### config.mk
export PLATFORM = sky130hd
export DESIGN_NAME = hamming_tx_ser
export DESIGN_NICKNAME = d
export VERILOG_FILES = /design/src/rtl/hamming_tx_ser.sv
export SDC_FILE = /design/constraint.sdc
export NUM_CORES = 1
export LEC_CHECK = 0
export CAP_MARGIN = 15
export CORE_UTILIZATION = 47
export CTS_CLUSTER_DIAMETER = 80
export CTS_CLUSTER_SIZE = 14
export DETAILED_ROUTE_END_ITERATION = 12
export GPL_ROUTABILITY_DRIVEN = 0
export PLACE_DENSITY = 0.75
export SYNTH_ARGS = -nofsm -noshare
export SYNTH_HDL_FRONTEND = slang
export SYNTH_SLANG_ARGS = --single-unit
### constraint.sdc
create_clock -name clk -period 3.35 [get_ports clk]
set_input_delay 0.8375 -clock clk [delete_from_list [all_inputs] [get_ports clk]]
set_output_delay 0.8375 -clock clk [all_outputs]
set_load 0.01 [all_outputs]
### src/rtl/hamming_tx_ser.sv
// hamming_tx_ser: Hamming(15,11) encoder with LSB-first serial transmitter
// Ports: clk/RST (async active-low) | data_in[10:0], in_valid, in_ready: word handshake
//        shift: bit-advance enable | sl_out: serial bit | frame_start: bit 0 on sl_out
//        busy: SEND or GAP | done: one-cycle pulse after the last bit is consumed
// Option: HAMMING_TX_PARITY_EN appends an overall even-parity bit (16-bit frame)
module hamming_tx_ser #(
  parameter int GAP_CYCLES = 0
) (
  input  logic        clk,
  input  logic        RST,
  input  logic [10:0] data_in,
  input  logic        in_valid,
  output logic        in_ready,
  input  logic        shift,
  output logic        sl_out,
  output logic        frame_start,
  output logic        busy,
  output logic        done
);
`ifdef HAMMING_TX_PARITY_EN
  localparam int FRAME_LEN = 16;
`else
  localparam int FRAME_LEN = 15;
`endif
  localparam logic [3:0] LAST_BIT = 4'(FRAME_LEN - 1);
  localparam logic [7:0] GAP_LAST = 8'(GAP_CYCLES - 1);
  typedef enum logic [1:0] {IDLE, SEND, GAP} state_t;
  state_t state_q, state_d;
  logic [FRAME_LEN-1:0] sr_q, sr_d, cw;
  logic [3:0] cnt_q, cnt_d;
  logic [7:0] gap_q, gap_d;
  logic done_q, done_d;
  logic [14:0] c;
  logic p1, p2, p4, p8;
  // parity k covers every data position whose index has bit k set
  assign p1 = data_in[0] ^ data_in[1] ^ data_in[3] ^ data_in[4] ^ data_in[6] ^ data_in[8] ^ data_in[10];
  assign p2 = data_in[0] ^ data_in[2] ^ data_in[3] ^ data_in[5] ^ data_in[6] ^ data_in[9] ^ data_in[10];
  assign p4 = data_in[1] ^ data_in[2] ^ data_in[3] ^ data_in[7] ^ data_in[8] ^ data_in[9] ^ data_in[10];
  assign p8 = ^data_in[10:4];
  assign c = {data_in[10:4], p8, data_in[3:1], p4, data_in[0], p2, p1};
`ifdef HAMMING_TX_PARITY_EN
  assign cw = {^c, c};
`else
  assign cw = c;
`endif
  always_comb begin
    state_d = state_q;
    sr_d    = sr_q;
    cnt_d   = cnt_q;
    gap_d   = gap_q;
    done_d  = 1'b0;
    unique case (state_q)
      IDLE: if (in_valid) begin
        state_d = SEND;
        sr_d    = cw;
        cnt_d   = '0;
      end
      SEND: if (shift) begin
        sr_d  = {1'b0, sr_q[FRAME_LEN-1:1]};
        cnt_d = cnt_q + 4'd1;
        if (cnt_q == LAST_BIT) begin
          done_d  = 1'b1;
          cnt_d   = '0;
          gap_d   = '0;
          state_d = (GAP_CYCLES > 0) ? GAP : IDLE;
        end
      end
      GAP: begin
        gap_d = gap_q + 8'd1;
        if (gap_q == GAP_LAST) begin
          gap_d   = '0;
          state_d = IDLE;
        end
      end
      default: state_d = IDLE;
    endcase
  end
  always_ff @(posedge clk or negedge RST) begin
    if (!RST) begin
      state_q <= IDLE;
      sr_q    <= '0;
      cnt_q   <= '0;
      gap_q   <= '0;
      done_q  <= 1'b0;
    end else begin
      state_q <= state_d;
      sr_q    <= sr_d;
      cnt_q   <= cnt_d;
      gap_q   <= gap_d;
      done_q  <= done_d;
    end
  end
  assign in_ready    = state_q == IDLE;
  assign busy        = state_q != IDLE;
  assign sl_out      = (state_q == SEND) & sr_q[0];
  assign frame_start = (state_q == SEND) && (cnt_q == '0);
  assign done        = done_q;
endmodule

==> impl_metrics.env, run 1 <==
export IMPL_hold_depth=2
export IMPL_floorplan_initialDensity_pct=50.00
export IMPL_fillers=209
export IMPL_finalCritPeriodShare_pct=79.01
export IMPL_required_ns=2.51
export IMPL_viasPerCell=5.470
export IMPL_p_sw_mw=0.2713
export IMPL_p_seq_share_pct=48.1
export IMPL_rows=18
export IMPL_grt_max_degree=26
export IMPL_antenna_cells_inserted=0
export IMPL_syn2layout_area_growth_pct=20.61
export IMPL_hold_viol=0
export IMPL_ant_nets=0
export IMPL_clockPowerShare_pct=15.6
export IMPL_combPwrFrac_pct=36.3
export IMPL_setup_tns_ns=0
export IMPL_clock_sinks=21
export IMPL_fin_ws_ns=0.7033
export IMPL_reg2reg_to="sr_q[0]$_DFFE_PN0P_"
export IMPL_worst_setup_path_start_kind="register"
export IMPL_via_count=897
export IMPL_postSynthCellCount=113
export IMPL_insertion_delay_ns=0.30
export IMPL_antenna_found_initial=0
export IMPL_post_drt_wl_per_cell_um=14.53
export IMPL_dp_hpwl_um=1755
export IMPL_io_buffers=19
export IMPL_nets=153
export IMPL_syn_area_mm2=0.001239
export IMPL_drc=0
export IMPL_grt_pass1_vias=843
export IMPL_grt_overflow_total=0
export IMPL_cts_root_buf="clkbuf_4"
export IMPL_ff2ff_setup_slack_ns=1.87
export IMPL_cts_resized=0
export IMPL_worst_pin_slew_ns=0.9422
export IMPL_yosys_register_bits=21
export IMPL_cts_setup_buffers=0
export IMPL_yosys_warnings=0
export IMPL_relSlewSlack_pct=36.99
export IMPL_pin_count=20
export IMPL_yosys_cell_types_count=28
export IMPL_die_y_um=53.34
export IMPL_setup_violations=0
export IMPL_post_place_ws_ns=0.7572
export IMPL_dieArea_mm2=0.002845
export IMPL_finalMaxSlewViolations=0
export IMPL_r2r_start="state_q[0]$_DFFE_PN0P_"
export IMPL_hp_class="register to register"
export IMPL_ys_seq_area_share_pct=42.42
export IMPL_h_tree_depth=1
export IMPL_rr_worst_depth=4
export IMPL_grt_pass1_wl_um=3815
export IMPL_coreArea_mm2=0.002477
export IMPL_syn_num_nets=131
export IMPL_dr_first_iter_drc_count=19
export IMPL_cts_buffers=3
export IMPL_drive_above_1_share_pct=5.970
export IMPL_crit_path_end_kind="output port"
export IMPL_crit_type="register to output port"
export IMPL_status="finished, final reports clean"
export IMPL_holdBufCountCts=0
export IMPL_path_clk_slew_ns=0.13
export IMPL_routed_wl_um=2383
export IMPL_internal_power_mw=0.5563
export IMPL_grt_usage_pct=18.78
export IMPL_cp_arrival_ns=1.81
export IMPL_powerDensity_mw_per_mm2=553.9
export IMPL_fin_crit_ns=2.647
export IMPL_swShare_pct=32.78
export IMPL_clockBufferDepth=2
export IMPL_hold_end="sr_q[5]$_DFFE_PN0P_"
export IMPL_rsz0062_at_grt="no"
export IMPL_seq_area_um2=525.5
export IMPL_hold_path_startpoint="sr_q[5]$_DFFE_PN0P_"
export IMPL_fmax_ghz=0.3778
export IMPL_multi_input_area_um2=684.4
export IMPL_vdd_drop_max_uv=544.8
export IMPL_worst_path_max_fanout=6
export IMPL_leakage_nw=0.7456
export IMPL_maxCapViolCount=0
export IMPL_die_w_um=53.34
export IMPL_syn_mean_instance_area_um2=10.96
export IMPL_cts_tree="done"
export IMPL_dr_pass1_iters=4
export IMPL_finalClockSkew_ns=0.002742
## critical path, cell delays in order (launching register included)
cell and delay (ns):
dfrtp_1 0.46, inv_1 0.10, ha_1 0.14, nor4b_1 0.22, clkdlybuf4s50_1 0.59
## worst max-delay path by stage
stage / start / end / cells past startpoint / slack, ns
2_1_floorplan: data_in[10] / sr_q[0]$_DFFE_PN0P_ / 3 / 1.37
3_3_place_gp: data_in[10] / sr_q[0]$_DFFE_PN0P_ / 4 / 0.82
3_5_place_dp: data_in[10] / sr_q[0]$_DFFE_PN0P_ / 4 / 0.76
4_1_cts: cnt_q[0]$_DFFE_PN0P_ / frame_start / 4 / 0.70
5_1_grt: cnt_q[0]$_DFFE_PN0P_ / frame_start / 4 / 0.60
6_report: cnt_q[0]$_DFFE_PN0P_ / frame_start / 4 / 0.70
## registers in the layout, summed over array words and instances (netlist names)
signal / flops
sr_q: 15
done: 1
cnt_q: 4
state_q: 1
## cells in the mapped netlist, drive strengths merged
library cell  instances  area (um2)
dfrtp                21       525.5
nand2                19       71.32
o21ai                12       60.06
mux2i                11       110.1
xnor3                 7       161.4
xnor2                 4       35.03
and2                  3       18.77
and3                  3       18.77
ha                    3       37.54
inv                   3       11.26
nor2b                 3       18.77
o211ai                3       22.52
a311o                 2       20.02
buf                   2       10.01
clkbuf                2       7.510
nor2                  2       7.510
nor3b                 2       15.01
xor2                  2       17.52
a21oi                 1       5.000
a221o                 1       10.01
a22o                  1       10.01
a32o                  1       10.01
and4b                 1       10.01
nand3                 1       5.000
nor3                  1       5.000
nor4b                 1       8.760
o22ai                 1       6.260
## cell families (layout without fill, tap and decap cells)
kind of cell,Yosys count,in the layout,share of synthesized area (%)
AO/OA/AOI/OAI,22,22,11.62
buffers and inverters,7,28,2.323
XOR/XNOR,13,13,17.27
adder cells (fa/ha/maj),3,3,3.031
AND/OR/NAND/NOR,36,36,14.44
multiplexers,11,11,8.889
flip-flops,21,21,42.42
## power by group through the flow
| stage | Sequential, mW | Clock (mW) | Combinational, mW |
|---|---|---|---|
| finish | 0.398 | 0.129 | 0.300 |
| global route | 0.410 | 0.144 | 0.335 |
| CTS | 0.398 | 0.133 | 0.306 |
| detailed placement | 0.403 | 0 | 0.305 |
| global placement | 0.400 | 0 | 0.295 |
| floorplan | 0.387 | 0 | 0.210 |
## area by class of cell
cell class | count | area share (%)
Sequential cell | 21 | 35.18
Tap cell | 30 | 2.513
Clock buffer | 3 | 1.508
Timing Repair Buffer | 21 | 13.74
Inverter | 3 | 0.7538
Clock inverter | 1 | 0.5025
Multi-Input combinational cell | 85 | 45.81
## stage by stage
| step | instances | power, mW | hold WS [ns] | cell area, um2 | util [%] |
|---|---|---|---|---|---|
| final | 164 | 0.8276 | 0.5024 | 1494 | 60.30 |
| after global routing | 164 | 0.8898 | 0.5263 | 1494 | 60.30 |
| after CTS | 164 | 0.8371 | 0.5068 | 1494 | 60.30 |
| after detailed placement | 160 | 0.7087 | 0.4761 | 1464 | 59.09 |
| after global placement | 160 | 0.6944 | 0.4654 | 1464 | 59.09 |
| after floorplan | 113 | 0.5976 | 0.4496 | 1239 | - |
## layout by cell type, fill, tap and decap left out, drive strengths merged, types with 4 or more instances in the layout
| cell | instances |
|---|---|
| dfrtp | 21 |
| clkdlybuf4s50 | 19 |
| xnor2 | 4 |
| xnor3 | 7 |
| nand2 | 19 |
| o21ai | 12 |
| mux2i | 11 |
## per-layer routing
layer  routed length [um]  global-route usage, %
met1                 1117                  26.22
met2                 1153                  30.63
met3                   97                  2.586
met4                   15                  3.947
met5                    0                      0
(Power assumes the default switching activity.)
==> inputs of run 2 (changes only) <==
PLACE_DENSITY = 0.77   (was 0.75)
clock period = 2.3 ns   (was 3.35 ns; I/O delays follow)
==> run 2 against run 1 <==
Hold slack better by 0.0017 ns. Combinational power up 47%. Wire length is essentially flat. Via count rose by 3.1%. Critical path depth down 1. Critical path type unchanged.
==> impl_metrics.env, run 2 (synthesis gave the netlist of run 1 again) <==
export IMPL_grt_usage_pct=18.94
export IMPL_post_drt_wl_per_cell_um=14.35
export IMPL_combPwrFrac_pct=36.5
export IMPL_grt_overflow_total=0
export IMPL_relSlewSlack_pct=75.70
export IMPL_swShare_pct=32.64
export IMPL_worstPathCellList="buf_6 > and2_1 > clkdlybuf4s50_1"
export IMPL_leakage_nw=0.7618
export IMPL_internal_power_mw=0.8104
export IMPL_insertion_delay_ns=0.31
export IMPL_finalMaxSlewViolations=0
export IMPL_die_y_um=53.34
export IMPL_crit_type="register to output port"
export IMPL_dr_first_iter_drc_count=40
export IMPL_powerDensity_mw_per_mm2=798.0
export IMPL_antenna_cells_inserted=0
export IMPL_grt_pass1_vias=782
export IMPL_clockPowerShare_pct=15.1
export IMPL_pin_count=20
export IMPL_hold_viol=0
export IMPL_floorplan_initialDensity_pct=50.00
export IMPL_finalCritPeriodShare_pct=94.57
export IMPL_routed_wl_um=2382
export IMPL_largest_register_ffs=15
export IMPL_clockBufferDepth=2
export IMPL_clock_sinks=21
export IMPL_final_common_cell="dfrtp_1"
export IMPL_rsz0062_at_grt="no"
export IMPL_path_clk_slew_ns=0.12
export IMPL_cts_root_buf="clkbuf_4"
export IMPL_drc=0
export IMPL_dp_hpwl_um=1739
export IMPL_antenna_found_initial=0
export IMPL_grt_pass1_wl_um=3663
export IMPL_cp_arrival_ns=1.60
export IMPL_h_tree_depth=1
export IMPL_io_buffers=19
export IMPL_vdd_drop_max_uv=484.4
export IMPL_setup_violations=0
export IMPL_required_ns=1.73
export IMPL_cts_setup_buffers=0
export IMPL_setup_tns_ns=0
export IMPL_dieArea_mm2=0.002845
export IMPL_fmax_ghz=0.4597
export IMPL_finalClockSkew_ns=0.001802
export IMPL_p_sw_mw=0.3927
export IMPL_maxCapViolCount=0
export IMPL_ff2ff_setup_slack_ns=0.85
export IMPL_fin_crit_ns=2.175
export IMPL_rows=18
export IMPL_viasPerCell=5.572
export IMPL_holdBufCountCts=0
export IMPL_worst_pin_slew_ns=0.3619
export IMPL_final_cell_mix="dfrtp_1 (21), nand2_1 (19), clkdlybuf4s50_1 (18)"
export IMPL_largest_register="sr_q"
export IMPL_ant_nets=0
export IMPL_worst_path_max_fanout=22
export IMPL_die_w_um=53.34
export IMPL_grt_max_degree=27
export IMPL_status="finished, final reports clean"
export IMPL_nets=155
export IMPL_via_count=925
export IMPL_fin_ws_ns=0.1249
export IMPL_slowest_delay_ns=0.52
export IMPL_syn2layout_area_growth_pct=21.72
export IMPL_worst_setup_path_start_kind="register"
export IMPL_dr_pass1_iters=4
export IMPL_drive_above_1_share_pct=6.618
export IMPL_hp_class="register to register"
export IMPL_reg_top3="sr_q: 15 flops, cnt_q: 4 flops"
export IMPL_coreArea_mm2=0.002477
export IMPL_p_seq_share_pct=48.3
export IMPL_cts_tree="done"
export IMPL_cp_slowest_cell="clkdlybuf4s50_1"
export IMPL_crit_path_end_kind="output port"
export IMPL_cts_buffers=3
export IMPL_post_place_ws_ns=0.01370
run 2: changes by cell type in the layout (fill, tap and decap cells not counted), sizes merged:
cell,before,now
buf,2,4
clkbuf,3,4
clkdlybuf4s50,19,18
clkinvlp,1,0
dlygate4sd2,0,1
run 2: worst paths after layout:
check                                       startpoint                    to  depth (start not counted)
worst max-delay path            state_q[0]$_DFFE_PN0P_                sl_out                          3
worst max register to register    cnt_q[0]$_DFFE_PN0P_  cnt_q[3]$_DFFE_PN0P_                          5
worst min-delay path               sr_q[8]$_DFFE_PN0P_   sr_q[8]$_DFFE_PN0P_                          2
worst min register to register     sr_q[8]$_DFFE_PN0P_   sr_q[8]$_DFFE_PN0P_                          2
max in group asynchronous                          RST  cnt_q[0]$_DFFE_PN0P_                          2
min in group asynchronous                          RST        done$_DFF_PN0_                          2
run 2: metrics by stage:
step	util [%]	instances	total power, mW	cell area [um2]	hold WS, ns
floorplan	-	113	0.8704	1239	0.2794
global placement	59.70	162	1.011	1479	0.4628
detailed placement	59.70	162	1.034	1479	0.4756
CTS	60.71	166	1.214	1504	0.5031
global route	60.86	166	1.294	1508	0.5314
finish	60.86	166	1.203	1508	0.5040
run 2: timing repair:
item                       in CTS  in global routing
gates cloned                    0                  0
pin swaps                       0                  0
resized for setup               1                  1
setup endpoints to repair       1                  1
run 2: metal layers:
metal	share of wire [%]	track usage, %
met5	0	0
met4	2.0	9.649
met3	6.0	4.310
met2	45	26.46
met1	47	26.85
run 2: final cells by class:
type	instances	area, um2
fillers	216	969.7
multi-input cells	85	684.4
flip-flops and latches	21	525.5
inverters	3	11.26
clock buffers	4	26.28
well taps	30	37.54
repair buffers	23	222.7
run 2: critical path: cells and delay by family, from the launching register on:
family / cells / cell delay (ns)
buf+inv: 2 / 0.75
flops: 1 / 0.38
simple gates: 1 / 0.16
run 2: power groups by stage:
stage | Sequential (mW) | Combinational (mW) | Clock (mW)
after floorplan | 0.564 | 0.306 | 0
after global placement | 0.581 | 0.430 | 0
final | 0.582 | 0.440 | 0.182
after CTS | 0.577 | 0.443 | 0.193
after detailed placement | 0.586 | 0.448 | 0
after global routing | 0.596 | 0.486 | 0.213
==> inputs of run 3 (changes only) <==
CORE_MARGIN = 5   (was not set)
==> run 3 against run 2 <==
Setup slack lost 0.012 ns. Combinational power hardly changed. Final cell count unchanged. Power barely moved. Die area rose by 32%. Fmax decreased by 0.53%. Final area is the same. First-iteration DRC count increased by 18%. Global-route usage down 4.0 points. Clock-buffer cell count stayed put.
==> impl_metrics.env, run 3 (synthesis gave the netlist of run 1 again) <==
export IMPL_finish_instance_area_mm2=0.001508
export IMPL_total_power_mw=1.203
export IMPL_io_buffers=19
export IMPL_final_common_cell="dfrtp_1"
export IMPL_cp_arrival_ns=1.61
export IMPL_holdBufCountCts=0
export IMPL_grt_max_degree=27
export IMPL_floorplan_initialDensity_pct=49.55
export IMPL_fmax_ghz=0.4573
export IMPL_grt_overflow_total=0
export IMPL_crit_type="register to output port"
export IMPL_nets=155
export IMPL_worst_pin_slew_ns=0.3032
export IMPL_finalMaxSlewViolations=0
export IMPL_routed_wl_um=2520
export IMPL_largest_register="sr_q"
export IMPL_reg_top3="sr_q: 15 flops, cnt_q: 4 flops"
export IMPL_relSlewSlack_pct=79.50
export IMPL_rsz0062_at_grt="no"
export IMPL_dr_pass1_iters=4
export IMPL_viasPerCell=5.512
export IMPL_antenna_cells_inserted=0
export IMPL_dr_first_iter_drc_count=47
export IMPL_setup_violations=0
export IMPL_leakage_nw=0.7618
export IMPL_insertion_delay_ns=0.30
export IMPL_clock_sinks=21
export IMPL_hold_viol=0
export IMPL_maxCapViolCount=0
export IMPL_die_y_um=61.34
export IMPL_cts_buffers=3
export IMPL_syn2layout_area_growth_pct=21.72
export IMPL_vdd_drop_max_uv=450.9
export IMPL_critPathLaunch="state_q[0]$_DFFE_PN0P_"
export IMPL_dieArea_mm2=0.003762
export IMPL_h_tree_depth=1
export IMPL_status="finished, final reports clean"
export IMPL_path_clk_slew_ns=0.12
export IMPL_die_w_um=61.34
export IMPL_worst_setup_path_start_kind="register"
export IMPL_finalClockSkew_ns=0.009666
export IMPL_required_ns=1.73
export IMPL_grt_pass1_vias=878
export IMPL_coreArea_mm2=0.002500
export IMPL_post_drt_wl_per_cell_um=15.18
export IMPL_r2r_start="cnt_q[0]$_DFFE_PN0P_"
export IMPL_fillers=207
export IMPL_ant_nets=0
export IMPL_cts_root_buf="clkbuf_4"
export IMPL_hold_path_startpoint="sr_q[2]$_DFFE_PN0P_"
export IMPL_placed_area_mm2=0.001479
export IMPL_antenna_found_initial=0
export IMPL_worst_path_max_fanout=22
export IMPL_drive_above_1_share_pct=6.618
export IMPL_cts_tree="done"
export IMPL_largest_register_ffs=15
export IMPL_pin_count=20
export IMPL_finalCritPeriodShare_pct=95.08
export IMPL_post_place_ws_ns=0.01562
export IMPL_fin_ws_ns=0.1132
export IMPL_drc=0
export IMPL_powerDensity_mw_per_mm2=797.6
export IMPL_dp_hpwl_um=1845
export IMPL_final_cell_mix="dfrtp_1 (21), nand2_1 (19), clkdlybuf4s50_1 (18)"
export IMPL_hp_class="register to register"
export IMPL_via_count=915
export IMPL_fin_crit_ns=2.187
export IMPL_grt_usage_pct=14.95
export IMPL_rows=18
export IMPL_grt_pass1_wl_um=4043
export IMPL_crit_path_end_kind="output port"
export IMPL_setup_tns_ns=0
export IMPL_clockBufferDepth=2
[run 3: worst max-delay path, stage by stage (launching register included)]
cell and delay (ns):
dfrtp_1 0.39, buf_6 0.23, and2_1 0.16, clkdlybuf4s50_1 0.53
[run 3: layout make-up]
type,count,area (um2),share of cell area [%]
inverter,3,11.26,0.7469
tap,30,37.54,2.490
timing repair buffer,23,222.7,14.77
sequential,21,525.5,34.85
multi-input combinational,85,684.4,45.39
clock buffer,4,26.28,1.743
[run 3: timing repair]
| item | CTS | global route |
|---|---|---|
| setup buffers | 0 | 0 |
| gates resized for setup | 1 | 1 |
| setup endpoints to repair | 1 | 1 |
[run 3: per-layer routing]
layer | GRT usage [%] | wire [um] | vias up
li1 | - | - | 444
met1 | 19.89 | 1171 | 445
met2 | 22.66 | 1173 | 22
met3 | 5.451 | 150 | 4
met4 | 5.152 | 25 | 0
met5 | 0 | 0 | -
[run 3: per-stage QoR]
step	hold WS [ns]	std cells	util, %
2_1_floorplan	0.2794	113	-
3_3_place_gp	0.4645	162	59.16
5_1_grt	0.5231	166	60.31
3_5_place_dp	0.4726	162	59.16
4_1_cts	0.4990	166	60.16
6_report	0.4896	166	60.31
[run 3: worst paths after layout]
kind                                             end  slack, ns  cells after the start
min in group asynchronous        sr_q[1]$_DFFE_PN0P_       0.61                      2
max in group asynchronous       cnt_q[2]$_DFFE_PN0P_       1.48                      2
worst min register to register   sr_q[2]$_DFFE_PN0P_       0.49                      2
worst max register to register  cnt_q[3]$_DFFE_PN0P_       0.85                      5
worst max-delay path                          sl_out       0.11                      3
worst min-delay path             sr_q[2]$_DFFE_PN0P_       0.49                      2
[run 3: where the power goes]
part	switching, mW	leakage [nW]	total, mW	internal (mW)
Combinational	0.187	0.468	0.440	0.254
Clock	0.108	0.0150	0.176	0.0676
Sequential	0.0969	0.278	0.586	0.489
